<file path="config.mk">
export PLATFORM = sky130hd
export DESIGN_NAME = stairwell_light_ctrl
export DESIGN_NICKNAME = d
export VERILOG_FILES = /design/src/rtl/stairwell_pkg.sv /design/src/rtl/rise_detect.sv /design/src/rtl/stairwell_light_ctrl.sv
export SDC_FILE = /design/constraint.sdc
export NUM_CORES = 1
export LEC_CHECK = 0
export ABC_AREA = 1
export BUFFER_PORTS_ARGS = -buffer_cell sky130_fd_sc_hd__buf_2
export CAP_MARGIN = 30
export CORE_ASPECT_RATIO = 1.5
export CORE_UTILIZATION = 45
export DETAILED_ROUTE_END_ITERATION = 12
export PLACE_DENSITY = 0.8
export SYNTH_ARGS = -nofsm -noshare
export SYNTH_HDL_FRONTEND = slang
export SYNTH_SLANG_ARGS = --single-unit
</file>
<file path="constraint.sdc">
create_clock -name clock_1Hz -period 1.5 [get_ports clock_1Hz]
set_input_delay 0.225 -clock clock_1Hz [delete_from_list [all_inputs] [get_ports clock_1Hz]]
set_output_delay 0.225 -clock clock_1Hz [all_outputs]
set_load 0.01 [all_outputs]
</file>
<file path="src/rtl/stairwell_pkg.sv">
// Shared types and helpers for the stairwell light controller.
// The state encoding, press counter width and press-source picker live here.
package stairwell_pkg;

    typedef enum logic [1:0] {
        OFF        = 2'd0,
        ON         = 2'd1,
        FORCED_ON  = 2'd2,
        FORCED_OFF = 2'd3
    } state_t;

    localparam int PRESS_CNT_W = 8;

    // Lowest set bit index; simultaneous rises credit the lowest-numbered button.
    function automatic logic [3:0] lowest_set(input logic [15:0] v);
        logic [3:0] idx;
        idx = '0;
        for (int i = 15; i >= 0; i--) begin
            if (v[i]) idx = 4'(i);
        end
        return idx;
    endfunction

endpackage

</file>
<file path="src/rtl/rise_detect.sv">
// Per-bit rising-edge detector on already-synchronous button levels.
// Reset loads the current levels so a button held through reset is not seen as a press.
module rise_detect #(
    parameter int W = 4
) (
    input  logic         clk,
    input  logic         rst,
    input  logic [W-1:0] i_d,
    output logic [W-1:0] o_rise
);

    logic [W-1:0] r_d_q;

    always_ff @(posedge clk) begin
        if (rst) begin
            r_d_q <= i_d;
        end else begin
            r_d_q <= i_d;
        end
    end

    assign o_rise = i_d & ~r_d_q;

endmodule

</file>
<file path="src/rtl/stairwell_light_ctrl.sv">
// Timed shared stairwell light: any button rise starts/restarts an ON_TIME on-period,
// with a warning window at the end and maintenance force_on/force_off overrides.
module stairwell_light_ctrl
    import stairwell_pkg::*;
#(
    parameter int N_BTN     = 4,
    parameter int ON_TIME   = 20,
    parameter int WARN_TIME = 3,
    localparam int RW = $clog2(ON_TIME),
    localparam int SW = (N_BTN > 1) ? $clog2(N_BTN) : 1
) (
    input  logic                   clock_1Hz,
    input  logic                   reset,
    input  logic [N_BTN-1:0]       btn,
    input  logic                   force_on,
    input  logic                   force_off,
    output logic                   light,
    output logic                   warn,
    output logic [RW-1:0]          remaining,
    output logic [SW-1:0]          last_src,
    output logic [PRESS_CNT_W-1:0] press_count
);

    localparam logic [RW-1:0]          RELOAD  = RW'(ON_TIME - 1);
    localparam logic [RW-1:0]          WARN_V  = RW'(WARN_TIME);
    localparam logic [RW-1:0]          REM_ONE = RW'(1);
    localparam logic [PRESS_CNT_W-1:0] CNT_ONE = PRESS_CNT_W'(1);

    state_t                 r_state;
    logic [RW-1:0]          r_remaining;
    logic [SW-1:0]          r_last_src;
    logic [PRESS_CNT_W-1:0] r_press_count;

    state_t                 w_state_nxt;
    logic [RW-1:0]          w_rem_nxt;
    logic [SW-1:0]          w_last_nxt;
    logic [PRESS_CNT_W-1:0] w_cnt_nxt;
    logic                   w_accept;
    logic [N_BTN-1:0]       w_rise;

    rise_detect #(
        .W(N_BTN)
    ) u_rise_detect (
        .clk    (clock_1Hz),
        .rst    (reset),
        .i_d    (btn),
        .o_rise (w_rise)
    );

    always_ff @(posedge clock_1Hz) begin
        if (reset) begin
            r_state       <= OFF;
            r_remaining   <= '0;
            r_last_src    <= '0;
            r_press_count <= '0;
        end else begin
            r_state       <= w_state_nxt;
            r_remaining   <= w_rem_nxt;
            r_last_src    <= w_last_nxt;
            r_press_count <= w_cnt_nxt;
        end
    end

    always_comb begin
        w_state_nxt = r_state;
        w_rem_nxt   = r_remaining;
        w_accept    = 1'b0;
        if (force_off) begin
            w_state_nxt = FORCED_OFF;
            w_rem_nxt   = '0;
        end else begin
            case (r_state)
                FORCED_OFF: begin
                    w_state_nxt = OFF;
                    w_rem_nxt   = '0;
                end
                FORCED_ON: begin
                    // Releasing force_on hands over to a full timed period.
                    w_state_nxt = force_on ? FORCED_ON : ON;
                    w_rem_nxt   = RELOAD;
                end
                default: begin
                    if (force_on) begin
                        w_state_nxt = FORCED_ON;
                        w_rem_nxt   = RELOAD;
                    end else if (|w_rise) begin
                        w_accept    = 1'b1;
                        w_state_nxt = ON;
                        w_rem_nxt   = RELOAD;
                    end else if (r_state == ON && r_remaining != '0) begin
                        w_rem_nxt   = r_remaining - REM_ONE;
                    end else begin
                        w_state_nxt = OFF;
                        w_rem_nxt   = '0;
                    end
                end
            endcase
        end
    end

    always_comb begin
        w_last_nxt = r_last_src;
        w_cnt_nxt  = r_press_count;
        if (w_accept) begin
            w_last_nxt = SW'(lowest_set(16'(w_rise)));
            if (r_press_count != '1) w_cnt_nxt = r_press_count + CNT_ONE;
        end
    end

    assign light       = (r_state == ON) || (r_state == FORCED_ON);
    assign warn        = (r_state == ON) && (r_remaining < WARN_V);
    assign remaining   = r_remaining;
    assign last_src    = r_last_src;
    assign press_count = r_press_count;

endmodule

</file>
==> results of run 1 <==
-- area by class of cell --
class                      instances  share of cell area (%)
clock buffer                       4                   1.777
inverter                          25                   6.684
multi-input combinational        115                   47.88
sequential                        21                   28.93
tap                               24                   2.030
timing repair buffer              33                   12.69
-- kinds of logic (layout without fill, tap and decap cells) --
| kind of cell | after synthesis | count (layout) |
|---|---|---|
| AOI/OAI and AO/OA | 18 | 18 |
| xor gates and xnor gates | 5 | 5 |
| adders and majority gates | 5 | 5 |
| buffers and inverters | 26 | 62 |
| DFF | 21 | 21 |
| and+or+nand+nor | 86 | 87 |
-- worst paths after layout --
path | end | slack, ns
hold reg to reg | last_src[1] | 0.48
hold / removal | u_rise_detect.r_d_q[1] | 0.04
setup reg to reg | r_state[1] | 0.01
setup / recovery | warn | -0.05
-- synth_stat cells --
master / n
nand3_4: 2
nand2_2: 1
a21oi_1: 7
nand3b_1: 2
nor4_1: 1
nand3_1: 21
dfxtp_1: 21
nand2_1: 44
xor2_1: 1
nor3_1: 3
nor2_1: 8
inv_2: 3
a21oi_2: 8
inv_1: 22
o21ai_0: 3
nor2_4: 3
nand4_1: 1
ha_1: 5
xnor2_1: 4
clkbuf_1: 1
-- power by group --
part,total (W),internal (W),switching (W)
Clock,0.000270,0.000104,0.000166
Sequential,0.000590,0.000576,0.0000137
Combinational,0.000215,0.0000869,0.000128
-- per-layer routing --
metal | wire length (um) | part of all wire, % | track usage (%)
met4 | 40 | 1.6 | 6.641
met2 | 1309 | 54 | 34.85
met3 | 81 | 3.3 | 2.542
met5 | 0 | 0 | 0
met1 | 1007 | 41 | 19.30
-- layout by cell type (no fill, tap or decap), drive strengths merged --
master   n
xor2     1
ha       5
nor4     1
nand3b   2
nor3     3
buf     33
nand3   23
xnor2    4
inv     25
nor2    12
nand2   45
dfxtp   21
o21ai    3
a21oi   15
clkbuf   4
nand4    1
-- flip-flops by register name (all words and copies together) (netlist names) --
register and flops:
press_count 8, remaining 5, u_rise_detect.r_d_q 4, last_src 2, r_state 2
-- metrics by stage --
stage	TNS [ns]	cell area [um^2]
global route	-0.3691	1479
detailed placement	-0.5079	1354
finish	-0.04623	1479
global placement	-0.04264	1354
floorplan	0	1162
CTS	-0.009006	1409
-- worst max-delay path: cells and delay by family (launching register included) --
family                   cells  cell delay (ns)
AO/OA/AOI/OAI                1             0.05
flip-flops                   1             0.38
buffers and inverters        2             0.24
AND/OR/NAND/NOR              1             0.21
adder cells (fa/ha/maj)      1             0.13
-- repair_timing --
action / 4_1_cts / 5_1_grt
gates resized for setup: 7 / 13
endpoints found under the setup margin: 14 / 15
gates cloned: 1 / 0
pin swaps: 2 / 5
setup buffers: 1 / 2
hold endpoints to repair: 0 / 0
==> results.py, run 1 <==
metrics = {
    "sta": {
        "rsz0062_at_grt": "yes",
        "hold_slack_ns": 0.03540,
        "report.final.slew_viol_count": 0,
        "setup_viol": 1,
        "maxSlewHeadroom_pct": 82.74,
        "finalHoldViolations": 0,
        "min_period_ns": 1.546,
        "clock.fmax_mhz": 646.7,
        "clock_skew_ns": 0.008576,
        "tightestPinTransition_ns": 0.2583,
        "final.period_utilization_pct": 103.1,
        "setup_ws_ns": -0.04623,
    },
    "critical_path": {
        "max_stage_delay_ns": 0.38,
        "crit_chain": "inv_4, ha_4, o21ai_2, nor4_2, buf_2",
        "critPathSlowestCell": "dfxtp_4",
        "crit_fanout": 4,
        "arrival_ns": 1.32,
        "crit_path_end_kind": "primary output",
        "startpoint": "r_state[1]",
        "critPathKind": "reg -> out",
        "r2r_cells": 9,
        "r2r_start": "r_state[0]",
        "start_kind": "register",
        "worstPathRequired_ns": 1.27,
    },
    "route": {
        "vias": 1144,
        "wl_per_cell_um": 10.99,
        "drcViolationCount": 6,
        "drtPass1Iterations": 8,
        "drtIter0Drc": 17,
        "avgViaCountPerCell": 5.153,
        "routed_wl_mm": 2.439,
        "drt.antenna.violating_nets": 0,
    },
    "die": {
        "row_count": 22,
        "dieArea_mm2": 0.002794,
        "fp.dieW_um": 43.50,
        "fp.dieH_um": 64.25,
        "io_pins": 25,
        "start_util_pct": 47.45,
        "core_mm2": 0.002450,
    },
    "status": {
        "failed_checks": "DRC, setup timing",
        "status": "complete, but fails checks",
    },
    "power": {
        "total_power_w": 0.001075,
        "ir_worst_vdd_uv": 626.5,
        "power_density_mw_per_mm2": 726.9,
        "p_leak_nw": 0.6972,
    },
    "min_path": {
        "hp-class": "in -> reg",
        "hold_start": "btn[1]",
        "min_path_cells": 1,
    },
    "logic_synthesis": {
        "ys_top_cells_by_area": "dfxtp_1 36%, nand2_1 14%, nand3_1 9.0%, inv_1 7.1%, a21oi_2 6.0%",
        "synth_top_area_cell": "dfxtp_1",
        "ys_seq_area_share_pct": 36.17,
        "synth.distinct_cells": 20,
        "synth_top_family_by_area": "simple AND/OR/NAND/NOR gates",
        "synth_top_cell_area_share_pct": 36.17,
        "yosys_register_bits": 21,
        "synth_xor_area_share_pct": 3.767,
        "syn_inst": 161,
        "synth_fp_nets": 174,
        "synth-simple-area-share_pct": 35.95,
        "synth_compound_area_share_pct": 10.33,
        "synth.area.mux_share_pct": 0,
        "yosys_warnings": 0,
        "syn_area_per_cell_um2": 7.220,
        "synthAdderAreaFrac_pct": 5.382,
        "synth_area_mm2": 0.001162,
    },
    "global_routing": {
        "grt_start_max_net_pins": 12,
        "grt_pass1_vias": 1021,
        "grt.overflow.total": 0,
        "grt_pass1_wl_mm": 3.946,
        "antenna_found_initial": 0,
        "track_usage_pct": 18.26,
    },
    "cts": {
        "path_clk_slew_ns": 0.12,
        "cts_max_level": 1,
        "ctsHoldBuffers": 0,
        "cts_buffer_depth": 2,
        "insertion_delay_ns": 0.30,
        "cts_tree": "built",
        "cts.sinks": 21,
        "cts_root_buf": "clkbuf_4",
        "cts_buffers": 3,
    },
    "cells_and_area": {
        "final_cells": 222,
        "fillCellCount": 230,
        "final-seq-area_um2": 427.9,
        "diodes": 0,
        "drive_gt1_share_pct": 32.83,
        "syn_to_final_growth_pct": 27.23,
        "multi_input_area_um2": 708.2,
        "fin_nets": 212,
        "final_util_pct": 60.37,
    },
    "place": {
        "port_buffers": 24,
        "dp_hpwl_mm": 1.786,
        "gp_congestion": 0.7505,
        "dp_slack_ns": -0.06126,
        "post-place-cells": 214,
    },
    "job": {
        "cap_viol_max_count": 0,
    },
}
(Power assumes the default switching activity.)
==> inputs of run 2 (changes only) <==
--- a/config.mk
+++ b/config.mk
@@ -11,7 +11,8 @@
 export CORE_ASPECT_RATIO = 1.5
 export CORE_UTILIZATION = 45
 export DETAILED_ROUTE_END_ITERATION = 12
-export PLACE_DENSITY = 0.8
+export GPL_TIMING_DRIVEN = 0
+export PLACE_DENSITY = 0.77
 export SYNTH_ARGS = -nofsm -noshare
 export SYNTH_HDL_FRONTEND = slang
 export SYNTH_SLANG_ARGS = --single-unit
==> constraint.sdc (replaced) <==
create_clock -name clock_1Hz -period 1.6 [get_ports clock_1Hz]
set_input_delay 0.24 -clock clock_1Hz [delete_from_list [all_inputs] [get_ports clock_1Hz]]
set_output_delay 0.24 -clock clock_1Hz [all_outputs]
set_load 0.01 [all_outputs]
==> results.py, run 2 (synthesized netlist as in run 1, its figures left out) <==
metrics = {
    "sta": {
        "hold_slack_ns": 0.03226,
        "maxSlewHeadroom_pct": 54.72,
        "finalHoldViolations": 0,
        "setup_viol": 0,
        "min_period_ns": 1.584,
        "tightestPinTransition_ns": 0.6792,
        "setup_ws_ns": 0.01570,
        "rsz0062_at_grt": "yes",
        "setup_tns_ns": 0,
        "clock_skew_ns": 0.005729,
        "report.final.slew_viol_count": 0,
        "final.period_utilization_pct": 99.02,
        "clock.fmax_mhz": 631.2,
    },
    "critical_path": {
        "timing.rr.end": "press_count[2]",
        "r2r_start": "r_state[1]",
        "r2r_slack_ns": 0.04,
        "critPathSlowestCell": "dfxtp_4",
        "crit_fanout": 5,
        "r2r_cells": 9,
        "critPathKind": "reg -> out",
        "crit_chain": "inv_6, ha_4, o21ai_2, nor4_1, buf_2",
        "worstPathRequired_ns": 1.36,
        "arrival_ns": 1.34,
        "crit_path_end_kind": "primary output",
        "start_kind": "register",
        "max_stage_delay_ns": 0.38,
    },
    "global_routing": {
        "antenna_found_initial": 0,
        "grt.overflow.total": 0,
        "grt_pass1_vias": 1067,
        "grt_pass1_wl_mm": 4.284,
        "track_usage_pct": 19.31,
        "grt_start_max_net_pins": 14,
    },
    "cts": {
        "cts_buffers": 3,
        "cts_buffer_depth": 2,
        "insertion_delay_ns": 0.31,
        "cts_root_buf": "clkbuf_4",
        "cts_max_level": 1,
        "cts.sinks": 21,
        "path_clk_slew_ns": 0.12,
        "cts_tree": "built",
        "ctsHoldBuffers": 0,
    },
    "cells_and_area": {
        "fillCellCount": 229,
        "fin_nets": 211,
        "mostFrequentLayoutCell": "nand2_1",
        "diodes": 0,
        "largest_register_ffs": 8,
        "final_cell_mix": "43 x nand2_1, 24 x buf_2, 21 x inv_1, 20 x nand3_1, 19 x dfxtp_1",
        "syn_to_final_growth_pct": 28.31,
        "final_util_pct": 60.88,
        "drive_gt1_share_pct": 32.49,
    },
    "route": {
        "avgViaCountPerCell": 5.167,
        "routed_wl_mm": 2.663,
        "drt.antenna.violating_nets": 0,
        "vias": 1142,
        "drtIter0Drc": 49,
        "drtPass1Iterations": 8,
        "drcViolationCount": 4,
        "wl_per_cell_um": 12.05,
    },
    "place": {
        "dp_hpwl_mm": 1.812,
        "gp_congestion": 0.7840,
        "port_buffers": 24,
        "dp_slack_ns": -0.04763,
    },
    "die": {
        "row_count": 22,
        "io_pins": 25,
        "fp.dieW_um": 43.50,
        "core_mm2": 0.002450,
        "start_util_pct": 47.45,
        "dieArea_mm2": 0.002794,
        "fp.dieH_um": 64.25,
    },
    "min_path": {
        "min_path_cells": 1,
        "hp-class": "in -> reg",
        "min_to": "u_rise_detect.r_d_q[0]",
        "hold_start": "btn[0]",
    },
    "job": {
        "cap_viol_max_count": 0,
    },
    "power": {
        "ir_worst_vdd_uv": 467.3,
        "power_density_mw_per_mm2": 693.3,
        "p_leak_nw": 0.6861,
        "total_power_w": 0.001034,
    },
    "status": {
        "status": "complete, but fails checks",
        "failed_checks": "DRC",
    },
}
-- run 2: cell types whose count changed in the layout (fill, tap and decap cells not counted), sizes merged --
cell / previous run / this run
buf: 33 / 31
clkinvlp: 0 / 1
-- run 2: through the flow --
stage,instances,cell area (um^2)
after floorplan,161,1162
after global placement,209,1313
after detailed placement,209,1313
after CTS,213,1365
after global routing,221,1491
final,221,1491
-- run 2: area by class of cell --
cell class | count | area [um^2] | area share, %
inverter | 25 | 101.3 | 6.795
clock inverter | 1 | 7.507 | 0.5034
multi-input combinational | 115 | 721.9 | 48.41
tap | 24 | 30.03 | 2.013
timing repair buffer | 31 | 176.4 | 11.83
sequential | 21 | 427.9 | 28.69
clock buffer | 3 | 22.52 | 1.510
buffer | 1 | 3.754 | 0.2517
-- run 2: report_power, final --
part / switching [W] / internal [W] / total, W
Combinational: 0.000126 / 0.0000868 / 0.000213
Sequential: 0.0000148 / 0.000541 / 0.000555
Clock: 0.000170 / 0.0000953 / 0.000266
Total: 0.000311 / 0.000723 / 0.00103
-- run 2: per-layer routing --
| layer | vias up | wire length [um] | GRT usage (%) |
|---|---|---|---|
| li1 | 591 | - | - |
| met1 | 520 | 1099 | 20.93 |
| met2 | 28 | 1466 | 37.50 |
| met3 | 3 | 76 | 2.542 |
| met4 | 0 | 21 | 4.688 |
| met5 | - | 0 | 0 |
-- run 2: worst max path at each step --
stage,slack [ns],startpoint,cells after the start,to
2_1_floorplan,0.16,r_state[0],10,r_state[0]
3_3_place_gp,0.009,r_state[0],10,r_state[0]
3_5_place_dp,-0.05,r_state[0],10,r_state[0]
4_1_cts,-0.008,r_state[1],5,warn
5_1_grt,-0.03,r_state[1],5,warn
6_report,0.02,r_state[1],5,warn
-- run 2: timing repair --
item,in CTS,in global routing
setup endpoints to repair,13,15
pin swaps,1,7
gates cloned,0,1
gates resized for setup,7,17
buffers inserted,0,7
-- run 2: critical path: cells and delay by family (launching register included) --
kind            cells  cell delay (ns)
simple gates        1             0.22
fa+ha+maj           1             0.14
buf+inv             2             0.25
compound gates      1             0.05
flops               1             0.38
